--- config.mk ---
export PLATFORM = sky130hd
export DESIGN_NAME = fifo_param
export DESIGN_NICKNAME = d
export VERILOG_FILES = /design/src/rtl/fifo_param.sv
export SDC_FILE = /design/constraint.sdc
export NUM_CORES = 1
export LEC_CHECK = 0
export ABC_AREA = 0
export CORE_MARGIN = 1.5
export CORE_UTILIZATION = 30
export DETAILED_ROUTE_END_ITERATION = 8
export GPL_TIMING_DRIVEN = 0
export HOLD_SLACK_MARGIN = 0.02
export PLACE_DENSITY = 0.49
export SYNTH_ARGS = -nofsm -noshare
export SYNTH_HDL_FRONTEND = slang
export SYNTH_SLANG_ARGS = --single-unit
--- constraint.sdc ---
create_clock -name clk_i -period 7.3 [get_ports clk_i]
set_input_delay 1.095 -clock clk_i [delete_from_list [all_inputs] [get_ports clk_i]]
set_output_delay 1.095 -clock clk_i [all_outputs]
set_load 0.01 [all_outputs]
--- src/rtl/fifo_param.sv ---
// fifo_param: parametrised single-clock FIFO with standard or first-word-fall-through read mode
module fifo_param #(
  parameter int D_WIDTH    = 32,
  parameter int ADDR_WIDTH = 4,
  parameter int AF_LEVEL   = (2**ADDR_WIDTH) - 2,
  parameter int AE_LEVEL   = 2,
  parameter int FWFT       = 0
) (
  input  logic                  clk_i,
  input  logic                  rst_i,
  input  logic                  clr_i,
  input  logic                  wr_en,
  input  logic [D_WIDTH-1:0]    buf_in,
  input  logic                  rd_en,
  output logic [D_WIDTH-1:0]    buf_out,
  output logic                  out_valid,
  output logic                  buf_empty,
  output logic                  buf_full,
  output logic                  almost_empty,
  output logic                  almost_full,
  output logic [ADDR_WIDTH:0]   fifo_counter,
  output logic                  overflow,
  output logic                  underflow
);
  localparam int DEPTH = 2**ADDR_WIDTH;
  localparam logic [ADDR_WIDTH:0] DEPTH_C = (ADDR_WIDTH+1)'(DEPTH);
  localparam logic [ADDR_WIDTH:0] AF_C    = (ADDR_WIDTH+1)'(AF_LEVEL);
  localparam logic [ADDR_WIDTH:0] AE_C    = (ADDR_WIDTH+1)'(AE_LEVEL);
  logic [D_WIDTH-1:0]    mem [DEPTH];
  logic [ADDR_WIDTH-1:0] wr_ptr_q, rd_ptr_q;
  logic [ADDR_WIDTH:0]   count_q, count_d, mem_cnt;
  logic [D_WIDTH-1:0]    buf_out_q;
  logic                  out_valid_q, out_valid_d, overflow_q, underflow_q;
  logic                  rd_acc, wr_acc, load;
  assign buf_empty    = (FWFT != 0) ? !out_valid_q : (count_q == '0);
  assign buf_full     = (count_q == DEPTH_C);
  assign rd_acc       = rd_en & !buf_empty;
  assign wr_acc       = wr_en & (!buf_full | rd_acc);
  // In FWFT mode the head word lives in buf_out, so the array holds count minus that word.
  assign mem_cnt      = count_q - {{ADDR_WIDTH{1'b0}}, out_valid_q};
  assign load         = (FWFT != 0) ? ((mem_cnt != '0) & (!out_valid_q | rd_acc)) : rd_acc;
  assign count_d      = count_q + (ADDR_WIDTH+1)'(wr_acc) - (ADDR_WIDTH+1)'(rd_acc);
  assign out_valid_d  = (FWFT != 0) ? (load | (out_valid_q & !rd_acc)) : rd_acc;
  assign buf_out      = buf_out_q;
  assign out_valid    = out_valid_q;
  assign fifo_counter = count_q;
  assign almost_full  = (count_q >= AF_C);
  assign almost_empty = (count_q <= AE_C);
  assign overflow     = overflow_q;
  assign underflow    = underflow_q;
  // Storage array: written on accepted writes, never reset.
  always_ff @(posedge clk_i) begin
    if (wr_acc && !clr_i) mem[wr_ptr_q] <= buf_in;
  end
  // Pointers, occupancy, output register and sticky error flags; flush leaves buf_out untouched.
  always_ff @(posedge clk_i or posedge rst_i) begin
    if (rst_i) begin
      wr_ptr_q    <= '0;
      rd_ptr_q    <= '0;
      count_q     <= '0;
      buf_out_q   <= '0;
      out_valid_q <= 1'b0;
      overflow_q  <= 1'b0;
      underflow_q <= 1'b0;
    end else if (clr_i) begin
      wr_ptr_q    <= '0;
      rd_ptr_q    <= '0;
      count_q     <= '0;
      out_valid_q <= 1'b0;
      overflow_q  <= 1'b0;
      underflow_q <= 1'b0;
    end else begin
      wr_ptr_q    <= wr_ptr_q + ADDR_WIDTH'(wr_acc);
      rd_ptr_q    <= rd_ptr_q + ADDR_WIDTH'(load);
      count_q     <= count_d;
      if (load) buf_out_q <= mem[rd_ptr_q];
      out_valid_q <= out_valid_d;
      overflow_q  <= overflow_q | (wr_en & !wr_acc);
      underflow_q <= underflow_q | (rd_en & buf_empty);
    end
  end
endmodule

# ---- Yosys cells after proc, flatten, opt, wreduce, memory -nomap -nowiden
# Memory sizes are Yosys's and may differ from the RTL's. A register that Yosys moved wholly into a read port is not among the register bits.
# Cells that the tools add are included.
dict set report totals {
  register_bits 16
  ram_bits 512
  out_inout_bits 44
  word_cells 37
  memories 1
}
dict set report op_classes {
  addsub 4
  n_lt_le_gt_ge 2
  eq_ne 1
  mux 8
  n_bitwise 8
  reduce_logical 7
}
# name words width read_ports rd_clocked_by_memory_dff wr line
set memory_table {}
lappend memory_table {mem 16 32 1 1 1 29} ;# logic [D_WIDTH-1:0] mem [DEPTH];
# op n
set ops {}
lappend ops {{4-bit by 1-bit adder with 4-bit output} 2}
lappend ops {{4-bit two-way mux} 2}
lappend ops {{5-bit by 1-bit adder with 5-bit output} 1}
lappend ops {{5-bit equality test (second input constant)} 1}
lappend ops {{5-bit by 4-bit >= comparator with 1-bit output (second input constant)} 1}
lappend ops {{5-bit by 2-bit <= comparator with 1-bit output (second input constant)} 1}
lappend ops {{5-bit zero test} 1}
lappend ops {{1-bit two-way mux} 5}
lappend ops {{5-bit two-way mux} 1}
lappend ops {{5-bit by 1-bit subtractor with 5-bit output} 1}
lappend ops {{1-bit AND} 4}
lappend ops {{1-bit zero test} 4}
lappend ops {{1-bit bitwise OR} 3}
lappend ops {{2-bit AND reduction} 1}
lappend ops {{1-bit logical AND} 1}
lappend ops {{1-bit inverter} 1}

# ---- Longest topological paths before layout
# Gate-level depths: netlist of run 1.
dict set report logic_depth {
  ltp_word 9
  ltp_mapped 12
  ltp_nobuf 12
}

# ---- Worst setup path after synthesis of run 1
# Ideal clock, no wire load.
dict set report synth_path {
  path_type {input-to-reg}
  start {in rd_en}
  end {mem mem[4][0] (enable)}
  arrival_ps 3839
  required_ps 6839
  setup_slack_ps 3000
  stages 4
  path_buffers 0
  path_cell_list {inv_1 > a211oi_1 > nand3b_1 > nor3_1}
}
dict set report synth_between {
  elab_chain_len 6
}
# item line
set synth_lines {}
lappend synth_lines {{start, declared} 14} ;# input logic rd_en,
lappend synth_lines {{1-bit AND} 37} ;# assign rd_acc = rd_en & !buf_empty;
lappend synth_lines {{1-bit bitwise OR} 38} ;# assign wr_acc = wr_en & (!buf_full | rd_acc);
lappend synth_lines {{1-bit AND} 38}
lappend synth_lines {{1-bit logical AND} 53} ;# if (wr_acc && !clr_i) mem[wr_ptr_q] <= buf_in;
lappend synth_lines {{1-bit two-way mux} 53}
lappend synth_lines {{1-bit two-way mux (implied by the code)} 53}
lappend synth_lines {{end, declared} 29}
# No other way between the ends.

# ---- Worst setup path after layout of run 1
dict set report layout_path {
  start {in clr_i}
  end {mem mem[2][10] (enable)}
}
dict set report layout_between {
  elab_chain_len 4
}
# item line
set layout_lines {}
lappend layout_lines {{start, declared} 11} ;# input logic clr_i,
lappend layout_lines {{1-bit zero test} 53}
lappend layout_lines {{1-bit logical AND} 53}
lappend layout_lines {{1-bit two-way mux} 53}
lappend layout_lines {{1-bit two-way mux (implied by the code)} 53}
# No other way between the ends.

==> results of run 1 <==
worst max path at each step:
stage	start	to	slack [ps]	cells after the start
4_1_cts	clr_i	mem[2][8]	3620	6
3_3_place_gp	clr_i	mem[4][13]	-1090	4
6_report	clr_i	mem[2][10]	3680	6
5_1_grt	clr_i	mem[2][8]	3410	6
2_1_floorplan	rd_en	mem[4][0]	3000	4
3_5_place_dp	clr_i	mem[2][13]	2990	6
cell families after synthesis:
logic type                 share of synthesized area
and+or+nand+nor                               0.0199
xor gates and xnor gates                     0.00243
AOI/OAI and AO/OA                             0.0161
muxes                                          0.165
buffers and inverters                         0.0192
adders and majority gates                    0.00904
DFF                                            0.768
flip-flops by register name (all words and copies together) (netlist names):
name / count
mem: 512
buf_out: 32
fifo_counter: 5
rd_ptr_q: 4
wr_ptr_q: 4
out_valid: 1
overflow: 1
underflow: 1
critical path, delay by kind of cell:
family | cells | cell delay, ps
compound gates | 1 | 520
buf+inv | 3 | 1160
simple gates | 2 | 1120
area by class of cell:
class | count | share of cell area
Timing Repair Buffer | 113 | 0.0554
Clock buffer | 76 | 0.0592
Buffer | 48 | 0.0140
Tap cell | 950 | 0.0455
Multi-Input combinational cell | 345 | 0.180
Sequential cell | 560 | 0.634
Clock inverter | 27 | 0.00972
Inverter | 12 | 0.00191
cells in the mapped netlist (3+ instances only):
cell,number
nor2_1,21
inv_1,10
xor2_1,4
mux2i_1,64
nand2b_1,4
buf_4,3
nor2b_1,6
nor3_1,3
a21oi_1,5
buf_6,20
o21ai_0,4
nand3_1,4
dfrtp_1,48
buf_1,3
nand2_1,35
or3_1,3
mux4_1,6
edfxtp_1,512
o221ai_1,30
buf_2,20
mux4_2,122
ha_1,14
metrics by stage:
stage | hold slack, ps | total power, uW | util | setup TNS, ps
after CTS | 498 | 7760 | 0.366 | 0
after global placement | 479 | 4880 | 0.330 | -101500
after detailed placement | 477 | 4910 | 0.341 | 0
final | 491 | 7660 | 0.366 | 0
after floorplan | 518 | 4340 | - | 0
after global routing | 523 | 7930 | 0.366 | 0
power groups by stage:
stage          Combinational [uW]  Clock [uW]  Sequential, uW
2_1_floorplan                 522           0            3820
3_3_place_gp                 1050           0            3830
3_5_place_dp                 1080           0            3820
4_1_cts                      1090        2910            3760
5_1_grt                      1150        3010            3770
6_report                     1060        2840            3750
layer usage:
metal	vias to the layer above	wire (um)	global-route usage
met2	197	26000	0.244
met5	-	23	0
met1	5500	23400	0.195
li1	4370	-	-
met3	87	2280	0.0272
met4	4	1150	0.0373
==> results.yml, run 1 <==
synth:
  synth-warning-count: 0
  ys_async_sr_fraction: 0.0857
  ys.flop_type: "edfxtp_1"
  syn_avg_cell_area_sq_um: 22.4
  yosysSeqAreaShare: 0.768
  ys_types: 41
  yosysTopAreaCellShare: 0.712
  syn_nets: 1017
  ys_ff_latch: 560
  synth_top_area_cell: "edfxtp_1"
  synth_edf_count: 512
  synth_cells: 965
  yosys-top-cells-area: "edfxtp_1 (71%), mux4_2 (13%), dfrtp_1 (5.6%)"
  netlist_area_sq_um: 21600
grt:
  track_usage: 0.145
  grt_pass1_wl_um: 76900
  grt_pass1_vias: 10900
  gr-total-overflow: 0
  grt_max_degree: 41
  antenna_found_initial: 2
timing:
  max_clock_freq_mhz: 276
  skew_ps: 12.5
  slew_headroom: 0.272
  tightest_slew_ps: 1090
  post-route-period-util: 0.496
  layout_setup_ws_ps: 3680
  drv_slew: 0
  rsz0062_at_grt: "false"
  setup_viol: 0
  fin_crit_ps: 3620
  hold_viol_final: 0
power:
  seqPwrFrac: 0.490
  p_switching_uw: 1850
  powerDensity_nw_per_um2: 293
  leakage_uw: 0.00825
  p_sw_frac: 0.242
  intPower_uw: 5810
  ir_drop_uv: 186
  clkPwrFrac: 0.371
  comb_power_share: 0.139
placement:
  hpwl_um: 34300
  gp_congestion: 0.685
  port_buffers: 80
  dp_cells: 2028
  pre_cts_slack_ps: 2990
  placed_cell_area_sq_um: 24300
detailed_routing:
  dr.pass1.iters: 5
  vias: 10200
  vias_per_cell: 4.77
  ant_nets: 0
  drcViolationCount: 0
  wirelength_um: 52900
  wl_per_cell_um: 24.8
  drt_iter0_drc: 665
critical_path:
  startpoint_type: "input port"
  cp_max_fo: 9
  cp_cell_sequence: "clkdlybuf4s50_1 > a211oi_1 > nand3b_1 > nor3_2 > buf_4 > buf_4"
  critical-path-max-stage-delay_ps: 730
  arrival_ps: 3920
  slowest_stage: "nor3_2"
  reg2reg_from: "fifo_counter[2]"
  ff2ff_path_depth: 8
  r2r_end: "mem[2][10]"
  cp-end-kind: "flip-flop"
  regToRegSetupSlack_ps: 3820
  path_common_cell: "buf_4"
  crit_type: "input port to flip-flop"
  worst-endpoint-required_ps: 7590
cts:
  ctsHoldBuffers: 0
  cts_tree: "yes"
  worstSkewPairLatency_ps: 600
  clkSinkCount: 560
  cts_setup_buffers: 0
  ctsLongestPathBuffers: 3
  cts_max_level: 2
  cts_made_buffers: 56
  clock-root-buffer: "clkbuf_16"
  clk_pin_slew_ps: 60
  ctsResizeCount: 0
final_layout:
  fill_cells: 6546
  nets: 1188
  drive_gt1_frac: 0.255
  area.growth.synth_to_final_pct: 21.1
  fin_area_sq_um: 26100
  seq_area_sq_um: 16600
  diodes: 0
  multi_input_area_sq_um: 4700
  final_cell_mix: "edfxtp_1 (512), mux4_2 (122), clkdlybuf4s50_1 (80), mux2i_1 (64), clkbuf_16 (57)"
  fin_cells: 2131
  final_common_cell: "edfxtp_1"
floorplan:
  die_h_um: 271
  num_rows: 98
  num_io_pins: 81
  coreArea_sq_um: 71400
  die_x_um: 271
  die_area_sq_um: 73600
  initial_core_util: 0.302
flow_run:
  maxCapViolations: 0
run_status:
  status: "finished clean"
worst_hold_path:
  hold_end: "buf_out[3]"
  whs_path_depth: 2
  hp-class: "flip-flop to flip-flop"
  hold_start: "buf_out[3]"
No activity file was read; power rests on OpenSTA's default activity.
==> run 2, diff against run 1 <==
clock period = 3.7 ns   (was 7.3 ns; I/O delays follow)
==> run 2 against run 1 <==
Compared with the run above:
- non-clock buffer count decreased by 6
- total power increased by 96%
- combinational power increased by 97%
- worst hold slack got worse by 120 ps
- critical path type is now flip-flop to flip-flop
==> results.yml, run 2 (same netlist as run 1, synthesis figures left out) <==
critical_path:
  regToRegSetupSlack_ps: 210
  worst-endpoint-required_ps: 4000
  cp-end-kind: "flip-flop"
  crit_type: "flip-flop to flip-flop"
  reg2reg_from: "fifo_counter[2]"
  startpoint_type: "flip-flop"
  cp_max_fo: 13
  ff2ff_path_depth: 8
  arrival_ps: 3790
  r2r_end: "mem[4][13]"
timing:
  tightest_slew_ps: 1030
  hold_viol_final: 0
  final.setup.tns_ps: 0
  skew_ps: 22.1
  post-route-period-util: 0.943
  fin_crit_ps: 3490
  rsz0062_at_grt: "false"
  slew_headroom: 0.311
  finalHoldWorstSlack_ps: 370
  max_clock_freq_mhz: 286
  setup_viol: 0
  drv_slew: 0
placement:
  hpwl_um: 34100
  dp_cells: 2022
  port_buffers: 80
  gp_congestion: 0.706
detailed_routing:
  drt_iter0_drc: 772
  ant_nets: 0
  wl_per_cell_um: 25.1
  dr.pass1.iters: 4
  vias: 10100
  vias_per_cell: 4.76
  drcViolationCount: 0
  wirelength_um: 53200
cts:
  ctsResizeCount: 0
  clkSinkCount: 560
  cts_made_buffers: 56
  clk_pin_slew_ps: 60
  ctsHoldBuffers: 0
  cts_max_level: 2
  clock-root-buffer: "clkbuf_16"
  worstSkewPairLatency_ps: 610
  cts_tree: "yes"
  cts_setup_buffers: 0
  ctsLongestPathBuffers: 3
final_layout:
  nets: 1182
  largest_reg_flops: 512
  final_common_cell: "edfxtp_1"
  area.growth.synth_to_final_pct: 21.2
  diodes: 0
  drive_gt1_frac: 0.253
  final_cell_mix: "edfxtp_1 (512), mux4_2 (122), clkdlybuf4s50_1 (80), mux2i_1 (64), clkbuf_16 (57)"
  fin_cells: 2124
  top_register: "mem"
power:
  intPower_uw: 11400
  comb_power_share: 0.139
  p_switching_uw: 3650
  ir_drop_uv: 453
  leakage_uw: 0.00821
  powerDensity_nw_per_um2: 574
  clkPwrFrac: 0.367
  seqPwrFrac: 0.493
  p_sw_frac: 0.244
grt:
  grt_max_degree: 49
  gr-total-overflow: 0
  grt_pass1_vias: 10700
  antenna_found_initial: 3
  grt_pass1_wl_um: 76700
  track_usage: 0.146
floorplan:
  num_rows: 98
  die_x_um: 271
  initial_core_util: 0.302
  die_h_um: 271
  die_area_sq_um: 73600
  coreArea_sq_um: 71400
  num_io_pins: 81
worst_hold_path:
  hp-class: "input port to asynchronous set/reset pin"
flow_run:
  maxCapViolations: 0
run_status:
  status: "finished clean"
[run 2: cell count changes in the layout (fill, tap and decap cells not counted), moves of 2 or more]
cell	previous run	this run
nor3_2	3	0
buf_4	5	3
inv_6	1	3
clkinv_1	13	5
buf_16	13	19
buf_8	3	0
nor3_4	1	4
bufinv_16	5	3
buf_6	28	20
clkbuf_1	16	21
[run 2: final cells by class]
cell class / instances / area, sq um
multi-input combinational: 345 / 4720
timing repair buffer: 107 / 1480
clock inverter: 20 / 185
clock buffer: 82 / 1580
buffer: 48 / 367
inverter: 12 / 50.0
fill: 6509 / 45200
sequential: 560 / 16600
tap: 950 / 1190
[run 2: power by group through the flow]
stage	Sequential (uW)	Combinational [uW]	Clock, uW
final	7400	2090	5510
after global placement	7540	2080	0
after floorplan	7540	1030	0
after global routing	7430	2280	5880
after CTS	7420	2150	5650
after detailed placement	7540	2140	0
[run 2: per-layer routing]
layer,GRT usage,vias to the layer above,share of wire,routed length (um)
li1,-,4360,-,-
met1,0.193,5463,0.44,23200
met2,0.244,207,0.50,26500
met3,0.0287,69,0.048,2560
met4,0.0398,6,0.018,973
met5,0,-,0.00049,26
[run 2: worst max-delay path, cell delays in order, from the launching register on]
cell,delay [ps]
dfrtp_1,430
inv_1,110
ha_1,220
and4bb_2,260
a211oi_1,470
nand3b_1,440
nor3_4,810
buf_16,240
buf_16,170
[run 2: metrics by stage]
| step | util | setup slack (ps) | cell area (sq um) | power, uW |
|---|---|---|---|---|
| after detailed placement | 0.342 | -18.6 | 24400 | 9680 |
| after global routing | 0.366 | 21.9 | 26200 | 15600 |
| after CTS | 0.366 | 140 | 26200 | 15200 |
| after floorplan | - | 254 | 21600 | 8570 |
| final | 0.366 | 210 | 26200 | 15000 |
| after global placement | 0.331 | -2230 | 23600 | 9620 |
[run 2: how the worst max path moves through the flow]
stage	start	end	slack, ps	cells after the start
after floorplan	fifo_counter[2]	mem[9][0]	250	6
after global placement	clr_i	mem[10][12]	-2230	4
after detailed placement	clr_i	mem[4][13]	-20	6
after CTS	fifo_counter[2]	mem[4][13]	140	8
after global routing	fifo_counter[2]	mem[4][13]	20	8
final	fifo_counter[2]	mem[4][13]	210	8
